==> src/rtl/instr_fetch.sv <==
// Fetch stage: issues in-order word requests, tags them with their PC and
// buffers returned instructions for decode. Redirects flush wrong-path work.
module instr_fetch #(
  parameter int unsigned            DATA_WIDTH = 32,
  parameter int unsigned            DEPTH      = 2,
  parameter logic [DATA_WIDTH-1:0]  RESET_PC   = '0
) (
  input  logic                  clk,
  input  logic                  rst,
  output logic                  imem_req_valid,
  output logic [DATA_WIDTH-1:0] imem_req_addr,
  input  logic                  imem_req_ready,
  input  logic                  imem_rsp_valid,
  input  logic [DATA_WIDTH-1:0] imem_rsp_data,
  input  logic                  redirect_valid,
  input  logic [DATA_WIDTH-1:0] redirect_pc,
  input  logic                  stall,
  output logic                  instr_valid,
  output logic [DATA_WIDTH-1:0] instr,
  output logic [DATA_WIDTH-1:0] instr_pc,
  output logic [31:20]          Imm_up,
  output logic [11:7]           Imm_down
);

  localparam int PW = (DEPTH > 1) ? $clog2(DEPTH) : 1;
  localparam int CW = $clog2(DEPTH + 1);
  localparam logic [CW:0] DEPTH_C = (CW+1)'(DEPTH);

  logic [DATA_WIDTH-1:0] fetch_pc_q, fetch_pc_d;
  logic [CW-1:0]         inflight_q, inflight_d;
  logic [CW-1:0]         drop_q, drop_d;
  logic [CW-1:0]         count_q, count_d;
  logic [PW-1:0]         rd_ptr_q, rd_ptr_d;
  logic [PW-1:0]         wr_ptr_q, wr_ptr_d;
  logic [PW-1:0]         tag_rd_q, tag_rd_d;
  logic [PW-1:0]         tag_wr_q, tag_wr_d;

  logic [DATA_WIDTH-1:0] buf_instr_q [DEPTH];
  logic [DATA_WIDTH-1:0] buf_pc_q    [DEPTH];
  logic [DATA_WIDTH-1:0] tag_pc_q    [DEPTH];

  logic          rsp_ok, rsp_keep, req_fire, consume;
  logic [CW:0]   occ;
  logic          unused_rpc;

  assign unused_rpc = ^redirect_pc[1:0];

  assign instr_valid = (count_q != '0) && !redirect_valid;
  assign consume     = instr_valid && !stall;
  assign rsp_ok      = imem_rsp_valid && (inflight_q != '0);
  assign rsp_keep    = rsp_ok && (drop_q == '0) && !redirect_valid;

  // A head leaving this cycle frees its slot, which keeps a 1-cycle
  // memory streaming at one word per cycle.
  assign occ = {1'b0, inflight_q} + {1'b0, count_q}
             - {{CW{1'b0}}, consume};

  assign imem_req_valid = !rst && !redirect_valid && (occ < DEPTH_C);
  assign imem_req_addr  = fetch_pc_q;
  assign req_fire       = imem_req_valid && imem_req_ready;

  assign instr    = buf_instr_q[rd_ptr_q];
  assign instr_pc = buf_pc_q[rd_ptr_q];
  assign Imm_up   = instr[31:20];
  assign Imm_down = instr[11:7];

  always_comb begin
    fetch_pc_d = fetch_pc_q;
    inflight_d = inflight_q + CW'(req_fire) - CW'(rsp_ok);
    drop_d     = drop_q;
    count_d    = count_q;
    rd_ptr_d   = rd_ptr_q;
    wr_ptr_d   = wr_ptr_q;
    tag_wr_d   = tag_wr_q + PW'(req_fire);
    tag_rd_d   = tag_rd_q + PW'(rsp_ok);
    if (redirect_valid) begin
      fetch_pc_d = {redirect_pc[DATA_WIDTH-1:2], 2'b00};
      drop_d     = inflight_q - CW'(rsp_ok);
      count_d    = '0;
      rd_ptr_d   = '0;
      wr_ptr_d   = '0;
    end else begin
      if (req_fire) fetch_pc_d = fetch_pc_q + DATA_WIDTH'(4);
      if (rsp_ok && (drop_q != '0)) drop_d = drop_q - CW'(1);
      count_d  = count_q + CW'(rsp_keep) - CW'(consume);
      wr_ptr_d = wr_ptr_q + PW'(rsp_keep);
      rd_ptr_d = rd_ptr_q + PW'(consume);
    end
  end

  always_ff @(posedge clk or posedge rst) begin
    if (rst) begin
      fetch_pc_q <= RESET_PC;
      inflight_q <= '0;
      drop_q     <= '0;
      count_q    <= '0;
      rd_ptr_q   <= '0;
      wr_ptr_q   <= '0;
      tag_rd_q   <= '0;
      tag_wr_q   <= '0;
      for (int i = 0; i < DEPTH; i++) begin
        buf_instr_q[i] <= '0;
        buf_pc_q[i]    <= '0;
        tag_pc_q[i]    <= '0;
      end
    end else begin
      fetch_pc_q <= fetch_pc_d;
      inflight_q <= inflight_d;
      drop_q     <= drop_d;
      count_q    <= count_d;
      rd_ptr_q   <= rd_ptr_d;
      wr_ptr_q   <= wr_ptr_d;
      tag_rd_q   <= tag_rd_d;
      tag_wr_q   <= tag_wr_d;
      if (req_fire) tag_pc_q[tag_wr_q] <= fetch_pc_q;
      if (rsp_keep) begin
        buf_instr_q[wr_ptr_q] <= imem_rsp_data;
        buf_pc_q[wr_ptr_q]    <= tag_pc_q[tag_rd_q];
      end
    end
  end

endmodule
==> config.mk <==
export PLATFORM = sky130hd
export DESIGN_NAME = instr_fetch
export DESIGN_NICKNAME = d
export VERILOG_FILES = /design/src/rtl/instr_fetch.sv
export SDC_FILE = /design/constraint.sdc
export NUM_CORES = 1
export LEC_CHECK = 0
export CORE_AREA = 3 3 143 145
export DETAILED_ROUTE_END_ITERATION = 8
export DIE_AREA = 0 0 146 148
export PLACE_DENSITY_LB_ADDON = 0.2
export SYNTH_ARGS = -nofsm -noshare
export SYNTH_HDL_FRONTEND = slang
export SYNTH_SLANG_ARGS = --single-unit
==> constraint.sdc <==
create_clock -name clk -period 16 [get_ports clk]
set_clock_uncertainty 0.1 [all_clocks]
set_input_delay 4 -clock clk [delete_from_list [all_inputs] [get_ports clk]]
set_output_delay 4 -clock clk [all_outputs]
set_load 0.01 [all_outputs]
==> results of run 1 <==
power by group through the flow:
stage	clock network (mW)	logic, mW	registers (mW)
after floorplan	0	0.534	0.860
after global placement	0	0.811	0.905
after detailed placement	0	0.827	0.918
after CTS	0.602	0.835	0.910
after global routing	0.627	0.897	0.939
final	0.590	0.823	0.909
flip-flops by register name (all words and copies together), names as in the netlist:
register,count
wr_ptr_q,1
tag_pc_q,60
drop_q,2
imem_req_addr,30
rd_ptr_q,1
buf_pc_q,60
buf_instr_q,64
inflight_q,2
tag_rd_q,1
count_q,2
tag_wr_q,1
routing by layer:
metal,up-vias,global-route usage [%],share of wire [%]
met5,-,0,0
met4,0,4.42,1.4
met3,26,3.71,6.0
met2,213,34.3,46
met1,3474,30.9,47
li1,3296,-,-
worst max-delay path: stages:
cell and delay [ns]:
buf_2 0.09, buf_4 0.29, nor3_1 0.52, ha_1 0.32, nand2b_1 0.15, fa_1 0.38, xnor2_1 0.18, nor4b_1 0.25
clkdlybuf4s50_1 0.59
layout make-up:
class | count | area share (%)
Sequential cell | 224 | 43.0
Multi-Input combinational cell | 540 | 33.0
Timing Repair Buffer | 188 | 14.2
Clock buffer | 36 | 5.73
Tap cell | 265 | 2.54
Clock inverter | 7 | 0.893
Inverter | 20 | 0.634
layout by cell type, fill, tap and decap left out, drive strengths merged, types with 2 or more instances in the layout:
master	n
and3	3
nand3b	2
o21ai	21
nand2	35
o311ai	2
xor2	6
buf	11
nor4	5
inv	21
dfrtp	224
nor3	10
o211ai	5
nor2b	2
a21oi	67
nand4	15
clkinv	3
nand2b	2
a221o	7
or4	4
ha	13
mux2i	32
conb	4
clkdlybuf4s50	177
a32oi	2
a21o	6
nor2	76
xnor2	9
bufinv	3
nand3	13
and4	2
clkbuf	36
mux2	186
path summary, 6_finish.rpt:
kind,start,to,depth (start not counted)
setup / recovery,redirect_valid,imem_req_valid,9
hold / removal,buf_instr_q[2],buf_instr_q[2],1
setup reg to reg,count_q[1],imem_req_addr[14],12
hold reg to reg,buf_instr_q[2],buf_instr_q[2],1
max in group asynchronous,rst,rd_ptr_q,3
min in group asynchronous,rst,count_q[1],2
kinds of logic (layout without fill, tap and decap cells):
| family | count (synthesis) | count (layout) |
|---|---|---|
| buffers and inverters | 95 | 251 |
| AO/OA/AOI/OAI | 118 | 118 |
| AND/OR/NAND/NOR | 171 | 171 |
| multiplexers | 218 | 218 |
| adder cells (fa/ha/maj) | 14 | 14 |
| XOR/XNOR | 15 | 15 |
| flip-flops | 224 | 224 |
| other | 1 | 4 |
==> qor.txt, run 1 <==
Status - finished clean
Hold Crit Class - reg2reg
Clock power share - 25.4%
Vias - 7009
Placer Congestion - 0.799
Synth unique cells - 50
DRT iter0 DRCs - 383
Final period util - 68.1%
Sequential power share - 39.2%
Final Max Tran Viols - 0
I/O Buffers - 178
Sw power - 0.694 mW
Share of layout cells above drive strength 1 - 24.4%
Clock Latency Late Sink - 0.51 ns
Fillers - 1489
Full die area - 21600 um^2
Die H - 148 um
Max Buffers Root-to-Sink - 3
Die Span X - 146 um
Worst-Margin Slew - 1.04 ns
Combinational share of power - 35.4%
Minimum clock period - 10.89 ns
Peak Freq - 91.8 MHz
Endpoints failing hold - 0
Clk sinks - 224
Tot GR Track Use - 21.3%
Synth area leader - dfrtp_1
Pin count of the biggest net entering global routing - 143
Synthesized netlist cell count - 856
Synth Area in Compound Gates - 6.75%
CTS root buffer - clkbuf_16
Post-synthesis simple-gate area fraction - 8.00%
Post-Place Worst Slack - 5.10 ns
Number of diodes - 0
Ys async rst share - 100%
Design area - 13000 um^2
Placed cell count - 1237
Crit-path max FO - 57
Area used by multi-input combinational logic - 4300 um^2
Post-Layout Cell Count - 1280
Syn Area/Cell - 12.0 um^2
Sw frac - 29.9%
# IOs - 185
Row count - 51
Seq cells post-synth - 224
Initial antenna violation count - 0
Critical Path Start Type - primary input
Reg area - 5610 um^2
Drt pass-1 iters - 5
Initial core utilization - 53.3%
Critical path endpoint category - output pin
Congestion Overflow GR - 0
Peak supply drop - 0.0000888 V
Worst EP required - 11.90 ns
Wire length per cell - 17.9 um
Vias in the first global route - 7288
Post-CTS setup repair buffer count - 0
Most frequent cells after synthesis - dfrtp_1, mux2_2, nor2_1, a21oi_1, clkbuf_1
Xor and xnor area share after synthesis - 1.28%
R2r setup slk - 12.13 ns
RSZ-0062 raised after global routing - false
Synth Cell Area - 10300 um^2
Final HPWL DP - 14200 um
CTS Buf Count - 24
Yosys Warn Count - 0
Multiplexer share of the synthesized area - 23.4%
Worst setup path class - in2out
Seq/Total Area, Yosys - 54.4%
Final #Nets - 1082
Int Pwr - 1.63 mW
Final WS setup - 5.11 ns
Endpoints failing setup - 0
First-pass GRT wire length - 38300 um
Cell Area, Placed - 12200 um^2
Pwr Total - 2.32 mW
Detail Route Antenna Nets - 0
Worst relative slew slack - 30.7%
Vias/cell - 5.48
Core box area - 19300 um^2
Most frequent cell after synthesis - dfrtp_1
Max-cap violation count - 0
Post-synth top flop - dfrtp_1
Drt drc - 0
Combinational family with the most area after synthesis - multiplexers
Htree depth - 1
Final WL - 22900 um
Area Growth Syn to Fin - 26.5%
Leakage - 5.82 nW
Post-synthesis adder-cell area fraction - 1.77%
Synth area leaders - dfrtp_1, mux2_2, a21oi_1
Setup TNS - 0 ns
Top-area cell type share of the netlist area - 54.4%
PostCTS Resize Cnt - 0
Worst Path Arrival - 6.79 ns
CTS tree - yes
CTS clock-pin slew for the worst setup and hold paths - 0.06 ns
Post-route core utilization - 67.4%
Hold buffer count at CTS - 0
PwrDens - 178 nW/um^2
Final hold slack - 0.402 ns
Post-synth EDFFs - 0
Note: power is estimated with default switching activity, not from simulation.
==> run 2, diff against run 1 <==
--- a/config.mk
+++ b/config.mk
@@ -5,9 +5,9 @@
 export SDC_FILE = /design/constraint.sdc
 export NUM_CORES = 1
 export LEC_CHECK = 0
-export CORE_AREA = 3 3 143 145
+export CORE_AREA = 3 3 151 153
 export DETAILED_ROUTE_END_ITERATION = 8
-export DIE_AREA = 0 0 146 148
+export DIE_AREA = 0 0 154 156
 export PLACE_DENSITY_LB_ADDON = 0.2
 export SYNTH_ARGS = -nofsm -noshare
 export SYNTH_HDL_FRONTEND = slang
==> constraint.sdc (replaced) <==
create_clock -name clk -period 9.3 [get_ports clk]
set_clock_uncertainty 0.1 [all_clocks]
set_input_delay 2.325 -clock clk [delete_from_list [all_inputs] [get_ports clk]]
set_output_delay 2.325 -clock clk [all_outputs]
set_load 0.01 [all_outputs]
==> run 2 against run 1 <==
Clock-buffer cell count up 2. Sequential share of layout area rose by 0.15 points. Clock power increased by 62%. First-iteration DRC count decreased by 6.3%. Total power rose by 69%. Non-clock buffer count unchanged. Wire length shrank 0.50%. Flip-flop and latch count stayed put. Register-to-register slack got worse by 6.7 ns. Via count down 0.51%. Final cell count up 1.3%. Global-route usage shrank 2.6 points. Critical path type unchanged. Highest routed layer unchanged.
==> qor.txt, run 2 (same netlist as run 1, synthesis figures left out) <==
Status - finished clean
Crit-path max FO - 3 (-95%)
Vias in the first global route - 7136 (-2.1%)
Cell Area, Placed - 12200 um^2 (+0.15%)
First-pass GRT wire length - 37300 um (-2.4%)
Number of flip-flops in the largest register - 64 (unchanged)
Vias - 6973 (-0.51%)
Minimum clock period - 7.51 ns
Pin count of the biggest net entering global routing - 152 (+6.3%)
Tot GR Track Use - 18.7% (-2.6 points)
Final WS setup - 1.79 ns (-3.32 ns)
Max-cap violation count - 0 (unchanged)
Design area - 13000 um^2 (-0.34%)
Endpoints failing setup - 0 (unchanged)
Buf/Inv on CP - 2 (-1)
Worst-Margin Slew - 1.06 ns (+0.0187 ns)
Top layer in use - met4
Commonest non-fill, non-tap cell in the layout - dfrtp_1
Placed cell count - 1252 (+1.2%)
RSZ-0062 raised after global routing - false
PostCTS Resize Cnt - 0 (unchanged)
Critical path endpoint category - output pin
Top flop regs - buf_instr_q: 64 flops, buf_pc_q: 60 flops, tag_pc_q: 60 flops
Clk sinks - 224 (unchanged)
Die H - 156 um (+5.4%)
Critical Path Start Type - primary input
Hold Crit Class - reg2reg
CTS tree - yes
Cell Chain, Critical Path - clkdlybuf4s50_1, nor3_1, ha_1, nand2b_1, fa_1, xnor2_1, nor4b_1, clkdlybuf4s50_1
Largest Register - buf_instr_q
Post-Route M1 WL - 11000 um (+2.8%)
Final Max Tran Viols - 0 (unchanged)
Leakage - 5.79 nW (-0.61%)
Wire length per cell - 17.6 um (-1.8%)
Worst EP required - 6.88 ns (-5.02 ns)
Worst relative slew slack - 29.5% (-1.2 points)
Metal2 WL - 10100 um (-3.8%)
I/O Buffers - 178 (unchanged)
Clock Latency Late Sink - 0.52 ns (about the same)
Post-CTS setup repair buffer count - 0 (unchanged)
Placer Congestion - 0.810 (+1.3%)
Congestion Overflow GR - 0 (unchanged)
Final #Nets - 1083 (+0.092%)
Fillers - 1769 (+19%)
Drt drc - 0 (unchanged)
Hold buffer count at CTS - 0 (unchanged)
Initial core utilization - 47.5% (-5.8 points)
Final period util - 80.8%
Most used cell, CP - clkdlybuf4s50_1
Reg2reg start - count_q[0]
CTS root buffer - clkbuf_16
PwrDens - 302 nW/um^2 (+69%)
Post-Place Worst Slack - 1.78 ns (-3.32 ns)
Max Buffers Root-to-Sink - 3 (unchanged)
Worst Path Arrival - 5.09 ns (-1.70 ns)
Slowest stage delay, CP - 0.59 ns (about the same)
Row count - 54 (+5.9%)
Initial antenna violation count - 0 (unchanged)
Number of diodes - 0 (unchanged)
Detail Route Antenna Nets - 0 (unchanged)
Htree depth - 1 (unchanged)
Core box area - 21700 um^2 (+12%)
Full die area - 24000 um^2 (+11%)
Peak supply drop - 0.000156 V (+76%)
CTS Buf Count - 25 (+4.2%)
WL met3 - 1290 um (-6.5%)
CP Launch Point - stall
CTS clock-pin slew for the worst setup and hold paths - 0.06 ns (about the same)
Hold Path Origin - buf_instr_q[13]
Area Growth Syn to Fin - 26.1%
Final HPWL DP - 14500 um (+2.0%)
Endpoints failing hold - 0 (unchanged)
# IOs - 185 (unchanged)
CP max stage cell - clkdlybuf4s50_1
Share of layout cells above drive strength 1 - 24.2% (-0.24 points)
Drt pass-1 iters - 5 (unchanged)
Commonest cells after routing, fill and taps aside - dfrtp_1, mux2_2, clkdlybuf4s50_1
Worst setup path class - in2out
Die Span X - 154 um (+5.5%)
Peak Freq - 133 MHz
Vias/cell - 5.38 (-1.8%)
DRT iter0 DRCs - 359 (-6.3%)
Final WL - 22800 um (-0.50%)
Crit path max-delay family - buffers and inverters
Post-Layout Cell Count - 1297 (+1.3%)
Setup TNS - 0 ns (unchanged)
run 2: cell count changes in the layout (fill, tap and decap cells not counted):
cell        delta
clkbuf_1       +4
bufinv_16      -2
clkbuf_8       -2
clkinv_2       +1
clkinvlp_4     +1
inv_6          +1
inv_8          -1
run 2: metrics by stage:
stage,util [%],hold WS [ns],power [mW]
after CTS,59.9,0.404,3.97
after global routing,59.9,0.411,4.17
final,59.9,0.400,3.92
after floorplan,-,0.375,2.40
after global placement,56.2,0.382,2.96
after detailed placement,56.2,0.391,3.00
run 2: cell type report:
cell class                      count  area [um^2]  share of cell area (%)
Inverter                           20         82.6                   0.636
Clock inverter                      7         66.3                   0.510
Clock buffer                       38          734                    5.65
Timing Repair Buffer              188         1850                    14.3
Tap cell                          280          350                    2.70
Sequential cell                   224         5610                    43.2
Multi-Input combinational cell    540         4300                    33.1
run 2: routing by layer:
metal / up-vias / track usage, %
met5: - / 0
met4: 0 / 3.53
met3: 29 / 3.58
met2: 197 / 30.0
met1: 3451 / 27.2
li1: 3296 / -
run 2: worst paths after layout:
path                                endpoint  slack [ns]  cells after the start
max in group asynchronous    buf_instr_q[49]        5.03                      3
min                          buf_instr_q[13]        0.40                      1
min reg2reg                  buf_instr_q[13]        0.40                      1
max reg2reg                imem_req_addr[14]        5.43                     12
max                           imem_req_valid        1.79                      8
min in group asynchronous  imem_req_addr[14]        2.44                      2
run 2: power by group:
| group | switching, mW | internal, mW | total (mW) | leakage (nW) |
|---|---|---|---|---|
| sequential | 0.240 | 1.32 | 1.56 | 2.86 |
| clock | 0.382 | 0.570 | 0.953 | 0.394 |
| combinational | 0.565 | 0.844 | 1.41 | 2.54 |
| total | 1.19 | 2.73 | 3.92 | 5.79 |
==> run 3, diff against run 2 <==
==> constraint.sdc (replaced) <==
create_clock -name clk -period 6.1 [get_ports clk]
set_clock_uncertainty 0.1 [all_clocks]
set_input_delay 1.525 -clock clk [delete_from_list [all_inputs] [get_ports clk]]
set_output_delay 1.525 -clock clk [all_outputs]
set_load 0.01 [all_outputs]
==> run 3 against run 2 <==
First-iteration DRC count up 16%. Non-clock buffer count up 4. Critical path depth is the same. Flip-flop and latch count is the same. Sequential power up 54%. Total power up 54%. Final cell count rose by 0.31%. Via count is 0.83% lower. Worst setup slack worse by 1.4 ns. Sequential share of layout area fell by 0.20 points. Critical endpoint unchanged. Largest cell class unchanged.
==> qor.txt, run 3 (same netlist as run 1, synthesis figures left out) <==
CTS tree - yes
Worst relative slew slack - 20.9% (-8.6 points)
CTS root buffer - clkbuf_16
I/O Buffers - 178 (unchanged)
Area Growth Syn to Fin - 26.7%
Die Span X - 154 um (unchanged)
Minimum clock period - 5.70 ns
Top flop regs - buf_instr_q: 64 flops, buf_pc_q: 60 flops, tag_pc_q: 60 flops
Peak Freq - 176 MHz
Drt drc - 0 (unchanged)
Htree depth - 1 (unchanged)
Detail Route Antenna Nets - 0 (unchanged)
Slowest stage delay, CP - 0.60 ns (about the same)
Initial antenna violation count - 0 (unchanged)
Placed cell count - 1256 (+0.32%)
Post-route core utilization - 60.2% (+0.28 points)
Max Buffers Root-to-Sink - 3 (unchanged)
Status - finished clean
Worst EP required - 4.47 ns (-2.41 ns)
Clock Latency Late Sink - 0.52 ns (about the same)
Final period util - 93.4%
Crit path max-delay family - buffers and inverters
Number of diodes - 0 (unchanged)
Wire length per cell - 17.8 um (+0.95%)
Number of flip-flops in the largest register - 64 (unchanged)
Endpoints failing setup - 0 (unchanged)
Core box area - 21700 um^2 (unchanged)
RSZ-0062 raised after global routing - false
Cell Area, Placed - 12200 um^2 (+0.32%)
Critical path endpoint category - output pin
Pin count of the biggest net entering global routing - 176 (+16%)
Initial core utilization - 47.5% (unchanged)
Final Max Tran Viols - 0 (unchanged)
Vias/cell - 5.32 (-1.1%)
DRT iter0 DRCs - 415 (+16%)
Critical Path Start Type - primary input
Post-Place Worst Slack - 0.388 ns (-1.40 ns)
Final HPWL DP - 14900 um (+2.8%)
Congestion Overflow GR - 0 (unchanged)
Fillers - 1756 (-0.73%)
Drt pass-1 iters - 4 (-1)
Die H - 156 um (unchanged)
Placer Congestion - 0.813 (+0.43%)
Most used cell, CP - clkdlybuf4s50_1
Commonest cells after routing, fill and taps aside - dfrtp_1, mux2_2, clkdlybuf4s50_1
Worst-Margin Slew - 1.18 ns (+0.125 ns)
Buf/Inv on CP - 2 (unchanged)
Vias - 6915 (-0.83%)
Max-cap violation count - 0 (unchanged)
Final WL - 23100 um (+1.3%)
Setup TNS - 0 ns (unchanged)
CTS Buf Count - 25 (unchanged)
Commonest non-fill, non-tap cell in the layout - dfrtp_1
Vias in the first global route - 7080 (-0.78%)
Share of layout cells above drive strength 1 - 24.5% (+0.30 points)
Final #Nets - 1087 (+0.37%)
First-pass GRT wire length - 37800 um (+1.1%)
PostCTS Resize Cnt - 0 (unchanged)
CTS clock-pin slew for the worst setup and hold paths - 0.06 ns (about the same)
# IOs - 185 (unchanged)
Cell Chain, Critical Path - clkdlybuf4s50_1, nor3_1, ha_1, nand2b_1, fa_1, xnor2_1, nor4b_1, clkdlybuf4s50_1
Full die area - 24000 um^2 (unchanged)
Hold buffer count at CTS - 0 (unchanged)
Largest Register - buf_instr_q
Post-Layout Cell Count - 1301 (+0.31%)
CP max stage cell - clkdlybuf4s50_1
Crit-path max FO - 2 (-1)
Worst setup path class - in2out
Leakage - 5.82 nW (+0.49%)
Worst Path Arrival - 4.07 ns (-1.02 ns)
Endpoints failing hold - 0 (unchanged)
Post-CTS setup repair buffer count - 0 (unchanged)
PwrDens - 461 nW/um^2 (+53%)
Clk sinks - 224 (unchanged)
Final WS setup - 0.404 ns (-1.39 ns)
Row count - 54 (unchanged)
Tot GR Track Use - 19.1% (+0.34 points)
Peak supply drop - 0.000244 V (+56%)
Hold Crit Class - reg2reg
Design area - 13100 um^2 (+0.47%)
## run 3: worst register-to-register path, delay by kind of cell, from the launching register on
family,cells,cell delay (ns)
AND/OR/NAND/NOR,5,1.48
adder cells (fa/ha/maj),2,0.67
flip-flops,1,0.39
AO/OA/AOI/OAI,2,0.39
XOR/XNOR,1,0.32
buffers and inverters,1,0.25
## run 3: report_power, final
part | switching [mW] | total (mW) | internal (mW)
Clock | 0.581 | 1.49 | 0.904
Sequential | 0.385 | 2.40 | 2.01
Combinational | 0.848 | 2.14 | 1.29
Total | 1.81 | 6.02 | 4.21
## run 3: path summary, 6_finish.rpt
path	to	slack [ns]	cells past startpoint	from
min in group asynchronous	imem_req_addr[11]	1.60	3	rst
max in group asynchronous	tag_rd_q	3.46	3	rst
hold / removal	buf_instr_q[61]	0.40	1	buf_instr_q[61]
setup reg to reg	imem_req_addr[13]	2.43	11	count_q[1]
setup / recovery	imem_req_valid	0.40	8	stall
hold reg to reg	buf_instr_q[61]	0.40	1	buf_instr_q[61]
## run 3: layout make-up
class / instances / area (um^2) / share of cell area, %
Clock inverter: 4 / 47.5 / 0.364
Multi-Input combinational cell: 540 / 4300 / 32.9
Sequential cell: 224 / 5610 / 43.0
Inverter: 20 / 78.8 / 0.604
Clock buffer: 41 / 776 / 5.94
Tap cell: 280 / 350 / 2.68
Timing Repair Buffer: 192 / 1890 / 14.5
## run 3: metrics by stage
stage | total power, mW | hold WS (ns)
after floorplan | 3.66 | 0.375
after global placement | 4.52 | 0.383
after detailed placement | 4.58 | 0.391
after CTS | 6.10 | 0.405
after global routing | 6.39 | 0.413
final | 6.02 | 0.401
## run 3: routing by layer
| layer | vias to the layer above | GRT usage, % | wire length [um] |
|---|---|---|---|
| li1 | 3301 | - | - |
| met1 | 3379 | 27.2 | 10700 |
| met2 | 204 | 30.6 | 10400 |
| met3 | 31 | 4.02 | 1670 |
| met4 | 0 | 3.87 | 325 |
| met5 | - | 0 | 0 |
